`src/rtl/ultrasonic_proximity_filter.sv`:
```
// Sliding-window average of ultrasonic echo counts with hysteresis/debounce
// classification into a stable NEAR/FAR presence level and one-cycle edge events.
module ultrasonic_proximity_filter #(
  parameter int CNT_W       = 32,
  parameter int AVG_LOG2    = 2,
  parameter int TIMEOUT_CNT = 60000,
  parameter int NEAR_TH     = 100,
  parameter int FAR_TH      = 140,
  parameter int DEBOUNCE    = 3
) (
  input  logic             clk,
  input  logic             rst,
  input  logic             sample_valid_i,
  input  logic [CNT_W-1:0] echo_count_i,
  input  logic             flush_i,
  output logic [CNT_W-1:0] avg_o,
  output logic             avg_valid_o,
  output logic             near_o,
  output logic             near_rise_o,
  output logic             far_rise_o
);

  localparam int WIN   = 1 << AVG_LOG2;
  localparam int SUM_W = CNT_W + AVG_LOG2;
  localparam int DBC_W = (DEBOUNCE < 2) ? 1 : $clog2(DEBOUNCE + 1);

  localparam logic [CNT_W-1:0]  TIMEOUT_V = CNT_W'(TIMEOUT_CNT);
  localparam logic [CNT_W-1:0]  NEAR_V    = CNT_W'(NEAR_TH);
  localparam logic [CNT_W-1:0]  FAR_V     = CNT_W'(FAR_TH);
  localparam logic [AVG_LOG2:0] FILL_FULL = (AVG_LOG2 + 1)'(WIN);
  localparam logic [DBC_W-1:0]  DBC_DONE  = DBC_W'(DEBOUNCE);
  localparam logic [DBC_W-1:0]  DBC_ONE   = DBC_W'(1);

  typedef enum logic [1:0] {
    ST_FAR       = 2'd0,
    ST_ARMING    = 2'd1,
    ST_NEAR      = 2'd2,
    ST_RELEASING = 2'd3
  } state_t;

  logic [CNT_W-1:0]    win_q [WIN];
  logic [AVG_LOG2-1:0] wr_ptr_q;
  logic [AVG_LOG2:0]   fill_q, fill_d;
  logic [SUM_W-1:0]    sum_q, sum_d;
  logic [CNT_W-1:0]    samp_d;
  logic [CNT_W-1:0]    avg_q;
  logic                avg_valid_q;

  state_t              state_q;
  logic [DBC_W-1:0]    dbc_q;
  logic                near_q, near_rise_q, far_rise_q;
  logic                near_hit_s, far_hit_s;

  // Clamped sample and the running-sum update; unwritten slots hold 0, so the
  // oldest value subtracted while filling is naturally 0.
  always_comb begin
    samp_d = (echo_count_i >= TIMEOUT_V) ? TIMEOUT_V : echo_count_i;
    sum_d  = sum_q + SUM_W'(samp_d) - SUM_W'(win_q[wr_ptr_q]);
    if (fill_q == FILL_FULL) begin
      fill_d = fill_q;
    end else begin
      fill_d = fill_q + (AVG_LOG2 + 1)'(1);
    end
  end

  // Window buffer, running sum and the registered average.
  always_ff @(posedge clk) begin
    if (rst || flush_i) begin
      for (int i = 0; i < WIN; i++) win_q[i] <= '0;
      wr_ptr_q    <= '0;
      fill_q      <= '0;
      sum_q       <= '0;
      avg_q       <= '0;
      avg_valid_q <= 1'b0;
    end else if (sample_valid_i) begin
      win_q[wr_ptr_q] <= samp_d;
      wr_ptr_q        <= wr_ptr_q + AVG_LOG2'(1);
      fill_q          <= fill_d;
      sum_q           <= sum_d;
      avg_q           <= CNT_W'(sum_d >> AVG_LOG2);
      avg_valid_q     <= (fill_d == FILL_FULL);
    end else begin
      avg_valid_q <= 1'b0;
    end
  end

  assign near_hit_s = (avg_q < NEAR_V);
  assign far_hit_s  = (avg_q >= FAR_V);

  // Hysteresis/debounce FSM, stepped once per valid average.
  always_ff @(posedge clk) begin
    if (rst || flush_i) begin
      state_q     <= ST_FAR;
      dbc_q       <= '0;
      near_q      <= 1'b0;
      near_rise_q <= 1'b0;
      far_rise_q  <= 1'b0;
    end else begin
      near_rise_q <= 1'b0;
      far_rise_q  <= 1'b0;
      if (avg_valid_q) begin
        case (state_q)
          ST_FAR: begin
            if (near_hit_s && (DBC_ONE == DBC_DONE)) begin
              state_q <= ST_NEAR; dbc_q <= '0; near_q <= 1'b1; near_rise_q <= 1'b1;
            end else if (near_hit_s) begin
              state_q <= ST_ARMING; dbc_q <= DBC_ONE;
            end else begin
              dbc_q <= '0;
            end
          end
          ST_ARMING: begin
            if (near_hit_s && (dbc_q + DBC_ONE == DBC_DONE)) begin
              state_q <= ST_NEAR; dbc_q <= '0; near_q <= 1'b1; near_rise_q <= 1'b1;
            end else if (near_hit_s) begin
              dbc_q <= dbc_q + DBC_ONE;
            end else begin
              state_q <= ST_FAR; dbc_q <= '0;
            end
          end
          ST_NEAR: begin
            if (far_hit_s && (DBC_ONE == DBC_DONE)) begin
              state_q <= ST_FAR; dbc_q <= '0; near_q <= 1'b0; far_rise_q <= 1'b1;
            end else if (far_hit_s) begin
              state_q <= ST_RELEASING; dbc_q <= DBC_ONE;
            end else begin
              dbc_q <= '0;
            end
          end
          ST_RELEASING: begin
            if (far_hit_s && (dbc_q + DBC_ONE == DBC_DONE)) begin
              state_q <= ST_FAR; dbc_q <= '0; near_q <= 1'b0; far_rise_q <= 1'b1;
            end else if (far_hit_s) begin
              dbc_q <= dbc_q + DBC_ONE;
            end else begin
              state_q <= ST_NEAR; dbc_q <= '0;
            end
          end
          default: begin
            state_q <= ST_FAR; dbc_q <= '0; near_q <= 1'b0;
          end
        endcase
      end
    end
  end

  assign avg_o       = avg_q;
  assign avg_valid_o = avg_valid_q;
  assign near_o      = near_q;
  assign near_rise_o = near_rise_q;
  assign far_rise_o  = far_rise_q;

endmodule

```
`config.mk`:
```
export PLATFORM = sky130hd
export DESIGN_NAME = ultrasonic_proximity_filter
export DESIGN_NICKNAME = d
export VERILOG_FILES = /design/src/rtl/ultrasonic_proximity_filter.sv
export SDC_FILE = /design/constraint.sdc
export NUM_CORES = 1
export LEC_CHECK = 0
export BUFFER_PORTS_ARGS = -buffer_cell sky130_fd_sc_hd__clkbuf_2
export CAP_MARGIN = 20
export CORE_MARGIN = 8
export CORE_UTILIZATION = 50
export CTS_CLUSTER_SIZE = 25
export DETAILED_ROUTE_END_ITERATION = 10
export PLACE_DENSITY = 0.68
export SYNTH_ARGS = -nofsm -noshare
export SYNTH_HDL_FRONTEND = slang
export SYNTH_SLANG_ARGS = --single-unit
```
`constraint.sdc`:
```
create_clock -name clk -period 3.9 [get_ports clk]
set_input_delay 0.195 -clock clk [delete_from_list [all_inputs] [get_ports clk]]
set_output_delay 0.195 -clock clk [all_outputs]
set_load 0.01 [all_outputs]
```
### After elaboration in Yosys (flattened, before gate mapping)

Memory sizes are Yosys's and may differ from the RTL's. A register that Yosys moved wholly into a read port is not among the register bits.
Cells that the tools add are included.

* bitwise operators: 4
* reduce and logical (&&, ||, !) cells: 11
* equality and inequality tests: 12
* add/subtract/negate cells: 5
* muxes and demuxes: 31
* magnitude comparators: 3

Operators with widths (count)
* $mux 32: 2
* $add 34x32->34: 1
* $sub 34x32->34: 1
* $ge 32x16->1 const B: 1
* $ge 32x8->1 const B: 1
* $lt 32x7->1 const B: 1
* $reduce_or 32->1: 1
* $mux 2: 13
* $pmux 2 s4: 2
* $mux 1: 12
* $ne 2x2->1 const B: 4
* $eq 2x2->1 const B: 3
* $eq 3x3->1 const B: 2
* $ne 3x3->1 const B: 2
* $reduce_or 3->1: 2
* $reduce_and 5->1: 1
* $add 2x1->2 const B: 2
* $not 1->1: 4
* $reduce_and 4->1: 1
* $add 3x1->3 const B: 1
* $mux 3: 1
* $eq 2x1->1 const B: 1
* $logic_and 1x1->1: 2
* $logic_not 2->1: 1
* 4 further kinds: 4

* memory bits (writable): 128
* output and inout bits: 36
* register bits: 79
* memories kept: 1
* bits of input ports: 36
* word-level logic and storage cells: 77

Memories
* win_q: words 4, bits a word 32, read ports 1, clocked after memory_dff 1, write ports 4, line 41 `logic [CNT_W-1:0] win_q [WIN];`

### Longest topological paths before layout

Gate-level depths: netlist of the first run.

* word-level depth: 5
* mapped depth: 17
* mapped depth without buffers: 17

### Worst setup path before layout of the first run

OpenSTA, ideal clock, no wires.

* path type: register to register
* from: register with a tool-made name
* to: register sum_q[26]
* buffers on the path: 2
* data required time: 3780 ps
* period minus slack after synthesis: 3958 ps
* data arrival time: 3838 ps
* setup time: 120 ps
* stages on the path, launching flop included: 15
* path slack: -58 ps
* cells stage by stage: dfxtp_1 > clkbuf_1 > buf_2 > mux4_2 > fa_1 > inv_1 > fa_1 > a21o_1 > a31o_2 > a41oi_1 > a21oi_2 > o21a_1 > o21ai_1 > a211oi_1 > a211o_1

RTL lines
* to (signal assigned): line 79 `sum_q <= sum_d;`
* to (decl): line 44 `logic [SUM_W-1:0] sum_q, sum_d;`

==> flow_summary.ini, run 1 <==
[pwr]
leakage_uw = 0.005165
ir_worst_vdd_uv = 355.0
power_uw = 5730
powerDensity_mw_per_mm2 = 471.6

[min_path]
hold_class = in2reg
holdPathStages = 3
hold_start = sample_valid_i

[global_route]
grt_pass1_vias = 7136
grt_max_degree = 45
grt_pass1_wl_mm = 37.61
grt_usage = 0.2002
antenna_found_initial = 0
grt_overflow_total = 0

[timing]
tightest_slew_ns = 0.9796
hold-worst-slack_ns = 0.1191
fin_crit_ns = 3.814
hold_violations = 0
setup_tns_ns = 0
fmax_mhz = 262.2
relSlewSlack = 0.3469
setup_viol = 0
timing.final.crit_share = 0.9780
finalClockSkew_ns = 0.008490
maxSlewViolCount = 0
rsz0062_at_grt = true

[yosys]
synth_top_area_frac = 0.3834
yosys-top-cells-area = edfxtp_1, dfxtp_1, mux4_2
synthDistinctLibCells = 69
ys.flop_type = edfxtp_1
yosysWarnings = 0
synthArstFlopShare = 0
syn_inst = 894
avgSynthCellArea_um2 = 11.21
synth-seq-cells = 177
yosysSeqAreaShare = 0.4812
netlist_area_mm2 = 0.01003
synth_edf_count = 128
synth_top_area_cell = edfxtp_1

[critical_path]
arrival_ns = 4.10
required_ns = 4.19
worst-setup-path-type = reg2reg
reg2reg_depth = 14
crit_fanout = 7
critPathCaptureType = flip-flop
start_kind = flip-flop

[clock_network]
ctsHtreeMaxLevel = 4
clock_latency_ns = 0.44
clkSlewWorstSetupHoldPaths_ns = 0.07
ctsHoldBuffers = 0
clk_root_buffer_cell = clkbuf_16
cts_tree = built
clkSinkCount = 177
cts_buffers = 17
clock_path_buffers = 2

[floorplan]
num_rows = 52
die_width_um = 157.6
pin_count = 72
dieHeight_um = 157.6
die_area_mm2 = 0.02484
start_util = 0.5019
core_area_mm2 = 0.01997

[cells_and_area]
nFillCells = 1667
final_cell_mix = edfxtp_1, nor2_1, inv_1
final_common_cell = edfxtp_1
drive_gt1_frac = 0.2420
stdcell_area_mm2 = 0.01215
diodes = 0
final_cells = 1369
fin_nets = 1193
syn_to_final_growth_pct = 21.18

[detailed_routing]
drt_iter0_drc = 433
dr.pass1.iters = 5
postRouteAntennaNets = 0
vias = 7156
route.detailed.drc = 0
drt-total-wl_mm = 24.36
routed_via_density = 5.227
wl_per_cell_um = 17.79

[job]
max_cap_viol_count = 0

[place]
gp_congestion = 0.9090
dp_cells = 1323
hpwl_mm = 16.73
port_buffers = 71
dpl_cell_area_mm2 = 0.01122

[run_status]
status = finished, final reports clean
power by group:
group	internal [uW]	switching [uW]	total (uW)	leakage, uW
registers	2150	78.6	2230	0.00176
clock network	905	805	1710	0.000274
logic	792	997	1790	0.00313
worst max-delay path: stages (launching register included):
cell and delay [ns]:
dfxtp_4 0.40, buf_12 0.15, buf_12 0.15, mux4_2 0.51, fa_1 0.51, inv_2 0.05
ha_4 0.27, nand2_4 0.06, nor4_4 0.35, nand3_2 0.17, a21oi_4 0.21, o211ai_4 0.11
a2111oi_4 0.38, mux2i_1 0.24, o311ai_1 0.12
cell type report:
class | count | area [um2] | share of cell area
Multi-Input combinational cell | 625 | 4888 | 0.4024
Sequential cell | 177 | 4828 | 0.3974
Timing Repair Buffer | 160 | 1124 | 0.09248
Clock buffer | 18 | 429.2 | 0.03532
Inverter | 105 | 394.1 | 0.03244
Tap cell | 270 | 337.8 | 0.02781
Clock inverter | 14 | 147.6 | 0.01215
per-stage QoR:
step,util,setup slack [ns]
CTS,0.5905,0.03301
detailed placement,0.5616,-0.3040
finish,0.6082,0.08573
floorplan,-,0.01059
global placement,0.5616,-0.2078
global route,0.6082,-0.09766
cell usage after synthesis (4+ instances only):
master    count
and2_1        4
a21o_1       13
mux2i_1      19
clkbuf_1     18
o211ai_1      4
nand3_1      15
xnor2_1      17
nand2b_1      8
nand2_1      49
edfxtp_1    128
ha_1         39
nand3b_1      4
xor2_1        6
nor4_1        9
or3_1         6
dfxtp_1      49
buf_4        34
a211oi_1      7
and3_1        9
o21a_1        5
buf_2         8
a211o_1       4
o21ai_0      20
fa_1         32
mux4_2       32
nand4_1       8
nor2_1      124
nor3_1       16
inv_1       105
a21oi_1      43
state kept, by name (all words and copies together), names as in the netlist, named ones only:
name	count
near_rise_o	1
near_o	1
win_q	128
avg_valid_o	1
state_q	2
wr_ptr_q	2
sum_q	34
fill_q	3
far_rise_o	1
dbc_q	2
logic make-up (layout without fill, tap and decap cells):
| logic type | after synthesis | count (layout) | share of synthesized area |
|---|---|---|---|
| AO/OA/AOI/OAI | 134 | 134 | 0.09260 |
| XOR/XNOR | 23 | 23 | 0.02009 |
| adder cells (fa/ha/maj) | 71 | 71 | 0.1126 |
| buffers and inverters | 170 | 297 | 0.07999 |
| flip-flops | 177 | 177 | 0.4812 |
| multiplexers | 51 | 51 | 0.09085 |
| other | 2 | 80 | 0.0007491 |
| AND/OR/NAND/NOR | 266 | 266 | 0.1219 |
timing repair:
item                       4_1_cts  5_1_grt
setup endpoints to repair        0       18
resized for setup                0       39
buffers inserted                 0       13
path summary, 6_finish.rpt:
path,endpoint,slack (ns)
max,sum_q[32],0.09
min,sum_q[10],0.12
max reg2reg,sum_q[32],0.09
min reg2reg,near_o,0.48
per-layer routing:
layer / wire (um) / track usage / up-vias
met5: 0 / 0 / -
met4: 476 / 0.06437 / 0
met3: 1225 / 0.03440 / 33
met2: 12380 / 0.3456 / 175
met1: 10270 / 0.2520 / 3521
li1: - / - / 3427
Note: power is estimated with default switching activity, not from simulation.
==> run 2: changes to the inputs <==
- CORE_UTILIZATION: 50 -> 46
- CTS_CLUSTER_DIAMETER: default -> 150
- PLACE_DENSITY: 0.68 -> 0.63
==> run 2 against run 1 <==
  * Power increased by 0.71%
  * Hold slack improved by 0.12 ns
  * Design area decreased by 0.14%
  * Count of clock-buffer cells in the layout decreased by 1
  * Utilization decreased by 4.7 points
  * Via count decreased by 0.88%
  * Global-route usage decreased by 1.7 points
==> flow_summary.ini, run 2 (synthesis gave the netlist of run 1 again) <==
[run_status]
status = finished, final reports clean

[cells_and_area]
drive_gt1_frac = 0.2341
syn_to_final_growth_pct = 21.00
final_cells = 1378
final_cell_mix = edfxtp_1, nor2_1, inv_1
largestRegisters = win_q (128), sum_q (34), fill_q (3)
top_register = win_q
fin_nets = 1192
diodes = 0
final_util = 0.5611
final_common_cell = edfxtp_1
nFillCells = 1866
largest_reg_flops = 128
stdcell_area_mm2 = 0.01213

[critical_path]
reg2reg_depth = 13
worst-setup-path-type = reg2reg
start_kind = flip-flop
crit_fanout = 12
critPathCaptureType = flip-flop
max_stage_delay_ns = 0.53
arrival_ns = 4.07
ff2ff_setup_slack_ns = 0.16
r2r-end = sum_q[29]
required_ns = 4.24
cp_slowest_cell = mux4_2
path_cells = buf_12, mux4_2, fa_1, inv_1, ha_1, buf_4, a21oi_1, o21ai_0, a221o_1, o2111ai_2, a31oi_2, or3_1, o311ai_1

[place]
gp_congestion = 0.8039
dp_cells = 1338
dpl_worst_slack_ns = -0.2398
hpwl_mm = 16.74
port_buffers = 71
dpl_cell_area_mm2 = 0.01130

[pwr]
switching_share = 0.3187
seqPwrFrac = 0.387
power.switching_uw = 1839
power.clock.fraction = 0.317
leakage_uw = 0.005186
p_int_uw = 3932
combinationalPowerShare = 0.296
powerDensity_mw_per_mm2 = 475.7
ir_worst_vdd_uv = 272.5
power_uw = 5771

[timing]
tightest_slew_ns = 0.9926
timing.final.crit_share = 0.9579
layout_setup_ws_ns = 0.1643
setup_viol = 0
hold_violations = 0
finalClockSkew_ns = 0.01110
relSlewSlack = 0.3367
maxSlewViolCount = 0
fin_crit_ns = 3.736
fmax_mhz = 267.7

[floorplan]
die_width_um = 163.6
core_area_mm2 = 0.02162
num_rows = 54
dieHeight_um = 163.6
start_util = 0.4637
die_area_mm2 = 0.02677
pin_count = 72

[clock_network]
cts_tree = built
cts_buffers = 17
clock_path_buffers = 2
clkSinkCount = 177
clk_root_buffer_cell = clkbuf_16
clkSlewWorstSetupHoldPaths_ns = 0.07
ctsHoldBuffers = 0
ctsHtreeMaxLevel = 4
clock_latency_ns = 0.44

[detailed_routing]
dr.pass1.iters = 5
drt_iter0_drc = 590
route.detailed.drc = 0
routed_via_density = 5.147
vias = 7093
postRouteAntennaNets = 0
drt-total-wl_mm = 23.67
wl_per_cell_um = 17.17

[min_path]
hold_start = sample_valid_i
holdPathStages = 4
hold_class = in2reg

[global_route]
grt_max_degree = 46
grt_pass1_wl_mm = 38.18
antenna_found_initial = 0
grt_pass1_vias = 7309
grt_overflow_total = 0
grt_usage = 0.1829

[job]
max_cap_viol_count = 0
[run 2: layout make-up]
| cell class | instances | area [um2] | area share |
|---|---|---|---|
| multi-input combinational | 625 | 4826 | 0.3978 |
| timing repair buffer | 159 | 1109 | 0.09138 |
| sequential | 177 | 4828 | 0.3980 |
| inverter | 105 | 394.1 | 0.03249 |
| tap | 280 | 350.3 | 0.02888 |
| clock buffer | 17 | 425.4 | 0.03507 |
| clock inverter | 15 | 198.9 | 0.01640 |
[run 2: timing repair]
action                     4_1_cts  5_1_grt
setup endpoints to repair        1       15
setup buffers                    0        7
resized for setup                1       21
pin swaps                        0       12
cloned                           0        1
[run 2: worst max-delay path by stage]
| stage | from | end | slack (ns) | cells past startpoint |
|---|---|---|---|---|
| final | flip-flop | sum_q[29] | 0.16 | 13 |
| after global placement | echo_count_i[5] | sum_q[26] | -0.19 | 18 |
| after detailed placement | echo_count_i[5] | sum_q[26] | -0.24 | 18 |
| after global routing | flip-flop | sum_q[29] | -0.02 | 14 |
| after CTS | flip-flop | sum_q[29] | 0.03 | 14 |
| after floorplan | echo_count_i[5] | sum_q[26] | 0.01 | 16 |
[run 2: worst max-delay path, delay by kind of cell, from the launching register on]
kind / cells / cell delay [ns]
compound gates: 6 / 1.14
fa+ha+maj: 2 / 0.82
mux: 1 / 0.53
flops: 1 / 0.41
buf+inv: 3 / 0.37
simple gates: 1 / 0.35
[run 2: routing by layer]
metal / wire length (um) / track usage / vias to the layer above / share of wire
li1: - / - / 3426 / -
met4: 304 / 0.05455 / 0 / 0.013
met5: 0 / 0 / - / 0
met2: 11610 / 0.3107 / 152 / 0.49
met1: 10670 / 0.2334 / 3492 / 0.45
met3: 1088 / 0.03503 / 23 / 0.046
[run 2: stage by stage]
stage	hold WS (ns)	setup TNS (ns)
floorplan	0.4388	0
global placement	0.4606	-1.523
detailed placement	0.4678	-2.021
CTS	0.2340	0
global route	0.2496	-0.03120
finish	0.2405	0
[run 2: power groups by stage]
| stage | Clock (uW) | Sequential, uW | Combinational (uW) |
|---|---|---|---|
| 5_1_grt | 1930 | 2250 | 1910 |
| 3_5_place_dp | 0 | 2270 | 1620 |
| 3_3_place_gp | 0 | 2270 | 1600 |
| 2_1_floorplan | 0 | 2240 | 1180 |
| 6_report | 1830 | 2230 | 1710 |
| 4_1_cts | 1860 | 2230 | 1640 |
